File: config.mk
export PLATFORM = sky130hd
export DESIGN_NAME = vga_frame_scanner
export DESIGN_NICKNAME = d
export VERILOG_FILES = /design/src/rtl/vga_frame_scanner.sv
export SDC_FILE = /design/constraint.sdc
export NUM_CORES = 1
export LEC_CHECK = 0
export ABC_AREA = 1
export BUFFER_PORTS_ARGS = -buffer_cell sky130_fd_sc_hd__buf_2
export CORE_MARGIN = 1
export CORE_UTILIZATION = 59
export DETAILED_ROUTE_END_ITERATION = 7
export GPL_TIMING_DRIVEN = 0
export PLACE_DENSITY = 0.8
export SYNTH_ARGS = -nofsm -noshare
export SYNTH_HDL_FRONTEND = slang
export SYNTH_SLANG_ARGS = --single-unit
File: constraint.sdc
create_clock -name clk -period 4.1 [get_ports clk]
set_input_delay 0.82 -clock clk [delete_from_list [all_inputs] [get_ports clk]]
set_output_delay 0.82 -clock clk [all_outputs]
set_load 0.005 [all_outputs]
File: src/rtl/vga_frame_scanner.sv
// Counter-based VGA raster engine: programmable H/V timing, scaled frame-buffer readout
// with read-latency alignment, colour-bar test pattern and 12-bit RGB output.
module vga_frame_scanner #(
  parameter int          H_ACTIVE    = 640,
  parameter int          H_FP        = 16,
  parameter int          H_SYNC      = 96,
  parameter int          H_BP        = 48,
  parameter int          V_ACTIVE    = 480,
  parameter int          V_FP        = 10,
  parameter int          V_SYNC      = 2,
  parameter int          V_BP        = 33,
  parameter logic        HS_POL      = 1'b0,
  parameter logic        VS_POL      = 1'b0,
  parameter int          IMG_W       = 256,
  parameter int          IMG_H       = 256,
  parameter int          SCALE_SHIFT = 1,
  parameter int          ADDR_W      = 16,
  parameter int          DATA_W      = 8,
  parameter int          MEM_LAT     = 1,
  parameter int          PIX_MODE    = 1,
  parameter logic [11:0] BORDER      = 12'h000
) (
  input  logic              clk,
  input  logic              rst,
  input  logic              pattern_en,
  output logic [ADDR_W-1:0] mem_addr,
  input  logic [DATA_W-1:0] mem_data,
  output logic              hsync,
  output logic              vsync,
  output logic              de,
  output logic [11:0]       rgb,
  output logic              frame_start
);

  localparam int H_TOTAL = H_ACTIVE + H_FP + H_SYNC + H_BP;
  localparam int V_TOTAL = V_ACTIVE + V_FP + V_SYNC + V_BP;
  localparam int H_W     = $clog2(H_TOTAL);
  localparam int V_W     = $clog2(V_TOTAL);

  localparam logic [H_W-1:0]    H_LAST   = H_W'(H_TOTAL - 1);
  localparam logic [V_W-1:0]    V_LAST   = V_W'(V_TOTAL - 1);
  localparam logic [V_W-1:0]    ROW_MASK = V_W'((1 << SCALE_SHIFT) - 1);
  localparam logic [ADDR_W-1:0] ROW_STEP = ADDR_W'(IMG_W);

  // Per-pixel control word carried alongside the memory read latency
  localparam int PW    = 9;
  localparam int P_FS  = 8;
  localparam int P_ACT = 7;
  localparam int P_HS  = 6;
  localparam int P_VS  = 5;
  localparam int P_IMG = 4;
  localparam int P_PAT = 3;

  genvar gi;

  function automatic logic in_image(input logic [H_W-1:0] h, input logic [V_W-1:0] v);
    return (int'(h) < H_ACTIVE) && (int'(v) < V_ACTIVE) &&
           (int'(h >> SCALE_SHIFT) < IMG_W) && (int'(v >> SCALE_SHIFT) < IMG_H);
  endfunction

  function automatic logic [11:0] bar_colour(input logic [2:0] idx);
    logic [11:0] c;
    case (idx)
      3'd0:    c = 12'hFFF;
      3'd1:    c = 12'hFF0;
      3'd2:    c = 12'h0FF;
      3'd3:    c = 12'h0F0;
      3'd4:    c = 12'hF0F;
      3'd5:    c = 12'hF00;
      3'd6:    c = 12'h00F;
      default: c = 12'h000;
    endcase
    return c;
  endfunction

  logic [H_W-1:0]    r_h;
  logic [V_W-1:0]    r_v;
  logic [ADDR_W-1:0] r_line_base;
  logic [ADDR_W-1:0] r_mem_addr;

  logic [H_W-1:0]    w_h_next;
  logic [V_W-1:0]    w_v_next;
  logic [ADDR_W-1:0] w_line_base_next;
  logic              w_h_wrap;
  logic              w_v_wrap;
  logic              w_row_end;

  always_comb begin
    w_h_wrap         = (r_h == H_LAST);
    w_v_wrap         = (r_v == V_LAST);
    w_row_end        = ((r_v & ROW_MASK) == ROW_MASK);
    w_h_next         = w_h_wrap ? '0 : r_h + H_W'(1);
    w_v_next         = r_v;
    w_line_base_next = r_line_base;
    if (w_h_wrap) begin
      if (w_v_wrap) begin
        w_v_next         = '0;
        w_line_base_next = '0;
      end else begin
        w_v_next = r_v + V_W'(1);
        if (w_row_end) begin
          w_line_base_next = r_line_base + ROW_STEP;
        end
      end
    end
  end

  // The address is computed from the next raster position so that mem_addr
  // lines up with the counters and the data returns MEM_LAT cycles later.
  logic [H_W-1:0]    w_nsx;
  logic              w_nin_img;
  logic [ADDR_W-1:0] w_addr_next;

  assign w_nsx       = w_h_next >> SCALE_SHIFT;
  assign w_nin_img   = in_image(w_h_next, w_v_next);
  assign w_addr_next = w_line_base_next + ADDR_W'(w_nsx);

  always_ff @(posedge clk or posedge rst) begin
    if (rst) begin
      r_h         <= '0;
      r_v         <= '0;
      r_line_base <= '0;
      r_mem_addr  <= '0;
    end else begin
      r_h         <= w_h_next;
      r_v         <= w_v_next;
      r_line_base <= w_line_base_next;
      if (w_nin_img) begin
        r_mem_addr <= w_addr_next;
      end
    end
  end

  assign mem_addr = r_mem_addr;

  logic [H_W-1:0] w_sx;
  logic           w_act;
  logic           w_hs;
  logic           w_vs;
  logic           w_in_img;
  logic           w_fs;

  assign w_sx     = r_h >> SCALE_SHIFT;
  assign w_act    = (int'(r_h) < H_ACTIVE) && (int'(r_v) < V_ACTIVE);
  assign w_hs     = (int'(r_h) >= H_ACTIVE + H_FP) && (int'(r_h) < H_ACTIVE + H_FP + H_SYNC);
  assign w_vs     = (int'(r_v) >= V_ACTIVE + V_FP) && (int'(r_v) < V_ACTIVE + V_FP + V_SYNC);
  assign w_in_img = in_image(r_h, r_v);
  assign w_fs     = (r_h == '0) && (r_v == '0);

  // Bar k starts at the first sx with sx*8 >= k*IMG_W, so the thresholds form a thermometer code
  logic [7:1] w_bar_ge;
  logic [2:0] w_bar;

  for (gi = 1; gi < 8; gi++) begin : g_bar
    localparam int BAR_T = (gi * IMG_W + 7) / 8;
    assign w_bar_ge[gi] = (int'(w_sx) >= BAR_T);
  end

  always_comb begin
    w_bar = '0;
    for (int i = 1; i < 8; i++) begin
      if (w_bar_ge[i]) begin
        w_bar = 3'(i);
      end
    end
    if (int'(w_sx) >= IMG_W) begin
      w_bar = '0;
    end
  end

  logic [PW-1:0] w_stage [MEM_LAT+1];
  logic [PW-1:0] w_tap;

  assign w_stage[0] = {w_fs, w_act, w_hs, w_vs, w_in_img, pattern_en, w_bar};

  for (gi = 0; gi < MEM_LAT; gi++) begin : g_dly
    logic [PW-1:0] r_dly;
    always_ff @(posedge clk or posedge rst) begin
      if (rst) begin
        r_dly <= '0;
      end else begin
        r_dly <= w_stage[gi];
      end
    end
    assign w_stage[gi+1] = r_dly;
  end

  assign w_tap = w_stage[MEM_LAT];

  logic [11:0] w_pix;

  if (PIX_MODE == 0) begin : g_rgb444
    assign w_pix = mem_data[11:0];
  end else begin : g_rgb332
    assign w_pix = {mem_data[7:5], mem_data[7], mem_data[4:2], mem_data[4],
                    mem_data[1:0], mem_data[1:0]};
  end

  logic [11:0] w_rgb_sel;

  always_comb begin
    w_rgb_sel = '0;
    if (!w_tap[P_ACT]) begin
      w_rgb_sel = '0;
    end else if (w_tap[P_PAT]) begin
      w_rgb_sel = bar_colour(w_tap[2:0]);
    end else if (!w_tap[P_IMG]) begin
      w_rgb_sel = BORDER;
    end else begin
      w_rgb_sel = w_pix;
    end
  end

  logic        r_hsync;
  logic        r_vsync;
  logic        r_de;
  logic [11:0] r_rgb;
  logic        r_frame_start;

  always_ff @(posedge clk or posedge rst) begin
    if (rst) begin
      r_hsync       <= ~HS_POL;
      r_vsync       <= ~VS_POL;
      r_de          <= 1'b0;
      r_rgb         <= '0;
      r_frame_start <= 1'b0;
    end else begin
      r_hsync       <= w_tap[P_HS] ? HS_POL : ~HS_POL;
      r_vsync       <= w_tap[P_VS] ? VS_POL : ~VS_POL;
      r_de          <= w_tap[P_ACT];
      r_rgb         <= w_rgb_sel;
      r_frame_start <= w_tap[P_FS];
    end
  end

  assign hsync       = r_hsync;
  assign vsync       = r_vsync;
  assign de          = r_de;
  assign rgb         = r_rgb;
  assign frame_start = r_frame_start;

endmodule

==> results of run 1 <==
## synthesized netlist by cell type (all sizes together), types with 2 or more instances
library cell  number
a31oi              2
nand4             13
dfrtp             71
xnor2              4
ha                15
dfstp              2
nor3               8
clkbuf             3
a21oi             23
nand2            157
nor4               2
buf               14
inv               75
nor2              70
xor2              11
o21ai             12
nand3             34
## sequential cells by signal (all words and copies together) (netlist names)
| signal | count |
|---|---|
| de | 1 |
| frame_start | 1 |
| g_dly.r_dly | 9 |
| hsync | 1 |
| mem_addr | 16 |
| r_h | 10 |
| r_line_base | 16 |
| r_v | 10 |
| rgb | 8 |
| vsync | 1 |
## power by group through the flow
stage / Combinational (mW) / Clock, mW / Sequential [mW]
finish: 0.0325 / 0.554 / 0.725
global route: 0.0378 / 0.597 / 0.726
CTS: 0.0336 / 0.564 / 0.726
detailed placement: 0.0336 / 0 / 0.740
global placement: 0.0326 / 0 / 0.739
floorplan: 0.0180 / 0 / 0.740
## how the worst min path moves through the flow
stage | startpoint | to | slack (ns) | cells after the start
detailed placement | g_dly[0].r_dly[8]$_DFF_PP0_ | frame_start$_DFF_PP0_ | 0.33 | 0
CTS | g_dly[0].r_dly[8]$_DFF_PP0_ | frame_start$_DFF_PP0_ | 0.35 | 0
global route | g_dly[0].r_dly[8]$_DFF_PP0_ | frame_start$_DFF_PP0_ | 0.35 | 0
finish | g_dly[0].r_dly[8]$_DFF_PP0_ | frame_start$_DFF_PP0_ | 0.35 | 0
floorplan | g_dly[0].r_dly[8]$_DFF_PP0_ | frame_start$_DFF_PP0_ | 0.33 | 0
global placement | g_dly[0].r_dly[8]$_DFF_PP0_ | frame_start$_DFF_PP0_ | 0.33 | 0
## through the flow
stage / power [mW] / util (%) / hold slack [ns] / cells
3_5_place_dp: 0.7733 / 67.41 / 0.3347 / 640
6_report: 1.312 / 70.39 / 0.3504 / 655
5_1_grt: 1.361 / 70.39 / 0.3524 / 655
2_1_floorplan: 0.7584 / - / 0.3312 / 521
4_1_cts: 1.324 / 70.39 / 0.3508 / 655
3_3_place_gp: 0.7721 / 67.37 / 0.3333 / 640
## layout make-up
class	count	area, sq um	share of cell area, %
multi-input combinational	355	1823	39.87
sequential	73	1829	40.01
clock buffer	10	137.6	3.010
tap	77	96.34	2.107
clock inverter	5	56.30	1.232
buffer	17	126.4	2.764
inverter	76	292.8	6.404
timing repair buffer	42	210.2	4.598
## routing by layer
layer / vias to the layer above / GRT usage, % / part of all wire (%)
met1: 1584 / 29.82 / 44
met4: 0 / 11.09 / 1.4
met5: - / 0 / 0
met2: 106 / 43.77 / 49
li1: 1727 / - / -
met3: 10 / 5.934 / 5.3
## cells by family after synthesis
| group | after synthesis | synth area share, % |
|---|---|---|
| fa+ha+maj | 16 | 5.105 |
| xor+xnor | 15 | 3.229 |
| simple gates | 284 | 31.21 |
| compound gates | 40 | 5.258 |
| buf+inv | 93 | 10.24 |
| flops | 73 | 44.96 |
==> run_results.csv, run 1 <==
group,metric,value,unit
power,power.share.combinational,2.5,%
critical_path,crit_start,"r_v[0]$_DFFE_PP0N_",
timing,rsz0062_at_grt,"false",
timing,slew_headroom,42.71,%
placement,dp_hpwl,5838,microns
floorplan,initial_utilization,62.65,%
critical_path,cp_max_fo,10,
drt,postRouteAntennaNets,0,
clock_network,cts_resized,0,
hold_path,min_path_type,"flop to flop",
clock_network,hold_buffers,0,
floorplan,die_w,85.05,microns
floorplan,fp.dieH,85.05,microns
synthesis,synth_edf_count,0,
power,clkPwrFrac,42.2,%
floorplan,pin_count,43,
clock_network,cts_made_buffers,9,
critical_path,cpMostUsedCell,"nand2_1",
critical_path,cp.depth,22,
clock_network,htree_levels,3,
synthesis,yosys.area.top_type,"dfrtp_1",
drt,totalWireLength,8132,microns
critical_path,worstSetupPathType,"flop to flop",
critical_path,crit_arrival,3.98,ns
critical_path,path_buf_inv,6,
grt,grt_max_degree,74,
clock_network,cts.sinks,73,
cells_and_area,final_nets,601,
synthesis,avgSynthCellArea,7.810,sq um
cells_and_area,nFillCells,514,
synthesis,synth_fp_nets,548,
power,max-vdd-ir-drop,0.1645,mV
critical_path,cp-start-kind,"flop",
timing,setup_viol,0,
clock_network,cts_setup_buffers,0,
synthesis,synthFlopType,"dfrtp_1",
cells_and_area,layout_common_cells,"146 x nand2_1, 71 x dfrtp_1, 67 x inv_1",
placement,post-place-ws,0.2982,ns
synthesis,synthArstFlopShare,100.0,%
placement,port_buffers,42,
critical_path,r2r_start,"r_v[0]$_DFFE_PP0N_",
timing,final_max_slew_viol_count,0,
synthesis,yosysWarnings,0,
floorplan,fp.coreArea,0.006495,sq mm
floorplan,dieArea,0.007233,sq mm
clock_network,cts_tree,"built",
drt,drt_pre_antenna_iters,6,
timing,fin_ws,0.3523,ns
placement,place_area,0.004378,sq mm
placement,gp_congestion,0.8742,
synthesis,seq_area_frac_synth,44.96,%
synthesis,synth_area_leaders,"dfrtp_1 44%, nand2_1 13%, inv_1 6.3%",
critical_path,cp-end-kind,"flop",
grt,grt_pass1_wl,14370,microns
run,drv_cap,0,
grt,grt_pass1_vias,3366,
grt,grt_overflow,0,
run_status,status,"finished clean",
power,p_seq_share,55.3,%
synthesis,yosys.area.top_type_share,43.67,%
drt,drc,0,
timing,period_share,91.41,%
timing,finalSetupTns,0,ns
clock_network,cts-root-buf,"clkbuf_8",
critical_path,required,4.34,ns
critical_path,worst_setup_path_endpoint,"mem_addr[14]$_DFFE_PP0P_",
cells_and_area,drive_above_1_share,18.69,%
critical_path,reg2regPathDepth,22,
critical_path,slowest_delay,0.41,ns
timing,min_period,3.748,ns
power,p_per_area,286.9,mW/mm^2
timing,fin_skew,0.008325,ns
clock_network,clk_latency,0.34,ns
power,intPower,1.029,mW
critical_path,path_delay_family,"simple AND/OR/NAND/NOR gates",
power,leakagePower,2.448,nW
critical_path,r2r-end,"mem_addr[14]$_DFFE_PP0P_",
cells_and_area,area_delta_synth_final,12.36,%
drt,drt_iter0_markers,166,
drt,wl_per_cell,12.42,microns
cells_and_area,final_common_cell,"nand2_1",
grt,antenna_found_initial,0,
critical_path,rrSetupSlack,0.35,ns
grt,grt_usage,25.19,%
cells_and_area,final_cell_area,0.004572,sq mm
synthesis,netlist_area,0.004069,sq mm
timing,hold_viol_final,0,
floorplan,rows,29,
drt,vias_per_cell,5.232,
timing,max_freq,0.2668,GHz
drt,vias,3427,
clock_network,clk_path_buf_depth,2,
timing,worst_pin_slew,0.8593,ns
synthesis,synth-seq-cells,73,
critical_path,path_cells,"buf_2, inv_1, ha_1, nand3_1, nor2_2, nand2_4, inv_2, nand2_2, inv_1, buf_2, nor2_1, ha_1, inv_1, fa_1, o21ai_1, nand2_1, nand2_1, nand4_1, nand2_1, nand4_1, nand3_1, nand2_1",
cells_and_area,n_antenna_cell,0,
clock_network,cts.clk_slew.worst_paths,0.07,ns
power,power_switching,0.2828,mW
power,p_sw_share,21.56,%
synthesis,postSynthCellCount,521,
synthesis,synth_cell_types,36,
critical_path,cp_slowest_cell,"fa_1",
No activity file was read; power rests on OpenSTA's default activity.
==> run 2: changes to the inputs <==
GPL_ROUTABILITY_DRIVEN = 0   (was not set)
PLACE_DENSITY = 0.84   (was 0.8)
==> run 2 against run 1 <==
Compared with the run above:
- worst setup slack worse by 0.047 ns
- fmax down 1.2%
- sequential share of layout area down 0.37 points
- register-to-register slack worse by 0.05 ns
- highest routed layer unchanged
==> run_results.csv, run 2 (same netlist as run 1, synthesis figures left out) <==
group,metric,value,unit
drt,wl_per_cell,12.79,microns
timing,worst_pin_slew,0.8549,ns
grt,grt_overflow,0,
timing,final_max_slew_viol_count,0,
cells_and_area,area_delta_synth_final,13.41,%
placement,place_area,0.004378,sq mm
drt,vias,3504,
critical_path,rrSetupSlack,0.31,ns
cells_and_area,drive_above_1_share,18.83,%
cells_and_area,final_cell_area,0.004614,sq mm
clock_network,hold_buffers,0,
cells_and_area,final_common_cell,"nand2_1",
cells_and_area,final_nets,601,
drt,drc,0,
grt,antenna_found_initial,0,
grt,grt_pass1_wl,14500,microns
power,power.share.combinational,2.3,%
timing,finalSetupTns,0,ns
clock_network,cts.clk_slew.worst_paths,0.08,ns
power,clkPwrFrac,46.5,%
critical_path,crit_arrival,4.09,ns
clock_network,cts_resized,0,
timing,fin_ws,0.3053,ns
clock_network,cts.sinks,73,
placement,post-place-ws,0.2716,ns
cells_and_area,register_area,0.001829,sq mm
drt,vias_per_cell,5.341,
timing,max_freq,0.2635,GHz
power,p_seq_share,51.2,%
power,leakagePower,2.467,nW
timing,hold_viol_final,0,
floorplan,die_w,85.05,microns
run_status,status,"finished clean",
floorplan,fp.coreArea,0.006495,sq mm
cells_and_area,multi_input_area,0.001823,sq mm
timing,fin_skew,0.01004,ns
placement,placed_cells,640,
grt,grt_max_degree,74,
floorplan,dieArea,0.007233,sq mm
critical_path,cp-start-kind,"flop",
grt,grt_pass1_vias,3355,
power,power_switching,0.3021,mW
power,intPower,1.116,mW
timing,rsz0062_at_grt,"false",
run,drv_cap,0,
timing,min_period,3.795,ns
power,p_sw_share,21.31,%
cells_and_area,layout_common_cells,"146 x nand2_1, 71 x dfrtp_1, 67 x inv_1",
cells_and_area,nFillCells,504,
drt,drt_iter0_markers,186,
drt,totalWireLength,8391,microns
clock_network,htree_levels,3,
hold_path,min_path_type,"flop to flop",
clock_network,cts_setup_buffers,0,
power,p_per_area,307.2,mW/mm^2
floorplan,fp.dieH,85.05,microns
floorplan,initial_utilization,62.65,%
critical_path,cp-end-kind,"flop",
cells_and_area,stdcell_count,656,
drt,drt_pre_antenna_iters,5,
critical_path,required,4.39,ns
floorplan,pin_count,43,
timing,whs,0.3515,ns
clock_network,cts_tree,"built",
clock_network,cts_made_buffers,9,
placement,port_buffers,42,
clock_network,clk_path_buf_depth,2,
drt,postRouteAntennaNets,0,
placement,dp_hpwl,5840,microns
critical_path,cp_max_fo,10,
timing,period_share,92.55,%
timing,slew_headroom,43.01,%
timing,setup_viol,0,
clock_network,clk_latency,0.36,ns
critical_path,worstSetupPathType,"flop to flop",
grt,grt_usage,25.33,%
floorplan,rows,29,
cells_and_area,n_antenna_cell,0,
clock_network,cts-root-buf,"clkbuf_8",
power,max-vdd-ir-drop,0.2520,mV
## run 2: per-layer routing
layer	GRT usage [%]	wire [microns]	part of all wire, %
met1	29.74	3643	43
met5	0	0	0
met3	3.502	412	4.9
met2	45.60	4125	49
met4	12.33	209	2.5
## run 2: stage by stage
stage                     util [%]  power (mW)
after floorplan                  -      0.7584
after global placement       67.37      0.7722
after detailed placement     67.41      0.7736
after CTS                    71.05       1.424
after global routing         71.05       1.459
final                        71.05       1.418
## run 2: area by class of cell
cell class                 count  area share (%)
sequential                    73           39.64
multi-input combinational    355           39.51
inverter                      76           6.345
timing repair buffer          42           4.555
clock buffer                  11           3.281
buffer                        17           2.739
tap                           77           2.088
clock inverter                 5           1.844
## run 2: power by group through the flow
stage | clock network [mW] | registers (mW) | logic (mW)
after floorplan | 0 | 0.740 | 0.0180
after global placement | 0 | 0.739 | 0.0327
after detailed placement | 0 | 0.740 | 0.0340
after CTS | 0.664 | 0.725 | 0.0340
after global routing | 0.696 | 0.726 | 0.0379
final | 0.660 | 0.725 | 0.0326
## run 2: final timing paths
check	start	end	cells past startpoint
hold reg to reg	g_dly[0].r_dly[5]$_DFF_PP0_	vsync$_DFF_PP1_	1
max in group asynchronous	rst	r_line_base[10]$_DFF_PP0_	2
setup / recovery	r_v[0]$_DFFE_PP0N_	mem_addr[14]$_DFFE_PP0P_	23
setup reg to reg	r_v[0]$_DFFE_PP0N_	mem_addr[14]$_DFFE_PP0P_	23
hold / removal	g_dly[0].r_dly[5]$_DFF_PP0_	vsync$_DFF_PP1_	1
min in group asynchronous	rst	r_h[4]$_DFF_PP0_	2
## run 2: critical path: stages (launching register included)
cell and delay, ns:
dfrtp_1 0.35, buf_2 0.21, inv_1 0.19, ha_1 0.26, nand3_1 0.11, nor2_2 0.05
nand2_4 0.11, inv_2 0.05, nand2_2 0.19, inv_1 0.08, buf_2 0.21, nor2_1 0.14
ha_1 0.21, inv_1 0.07, fa_1 0.40, o21ai_1 0.30, nand2_1 0.09, nand2_1 0.11
nand4_1 0.09, nand2_1 0.17, nand3_1 0.12, nand2_1 0.08, nand3_1 0.08, nand2_1 0.08
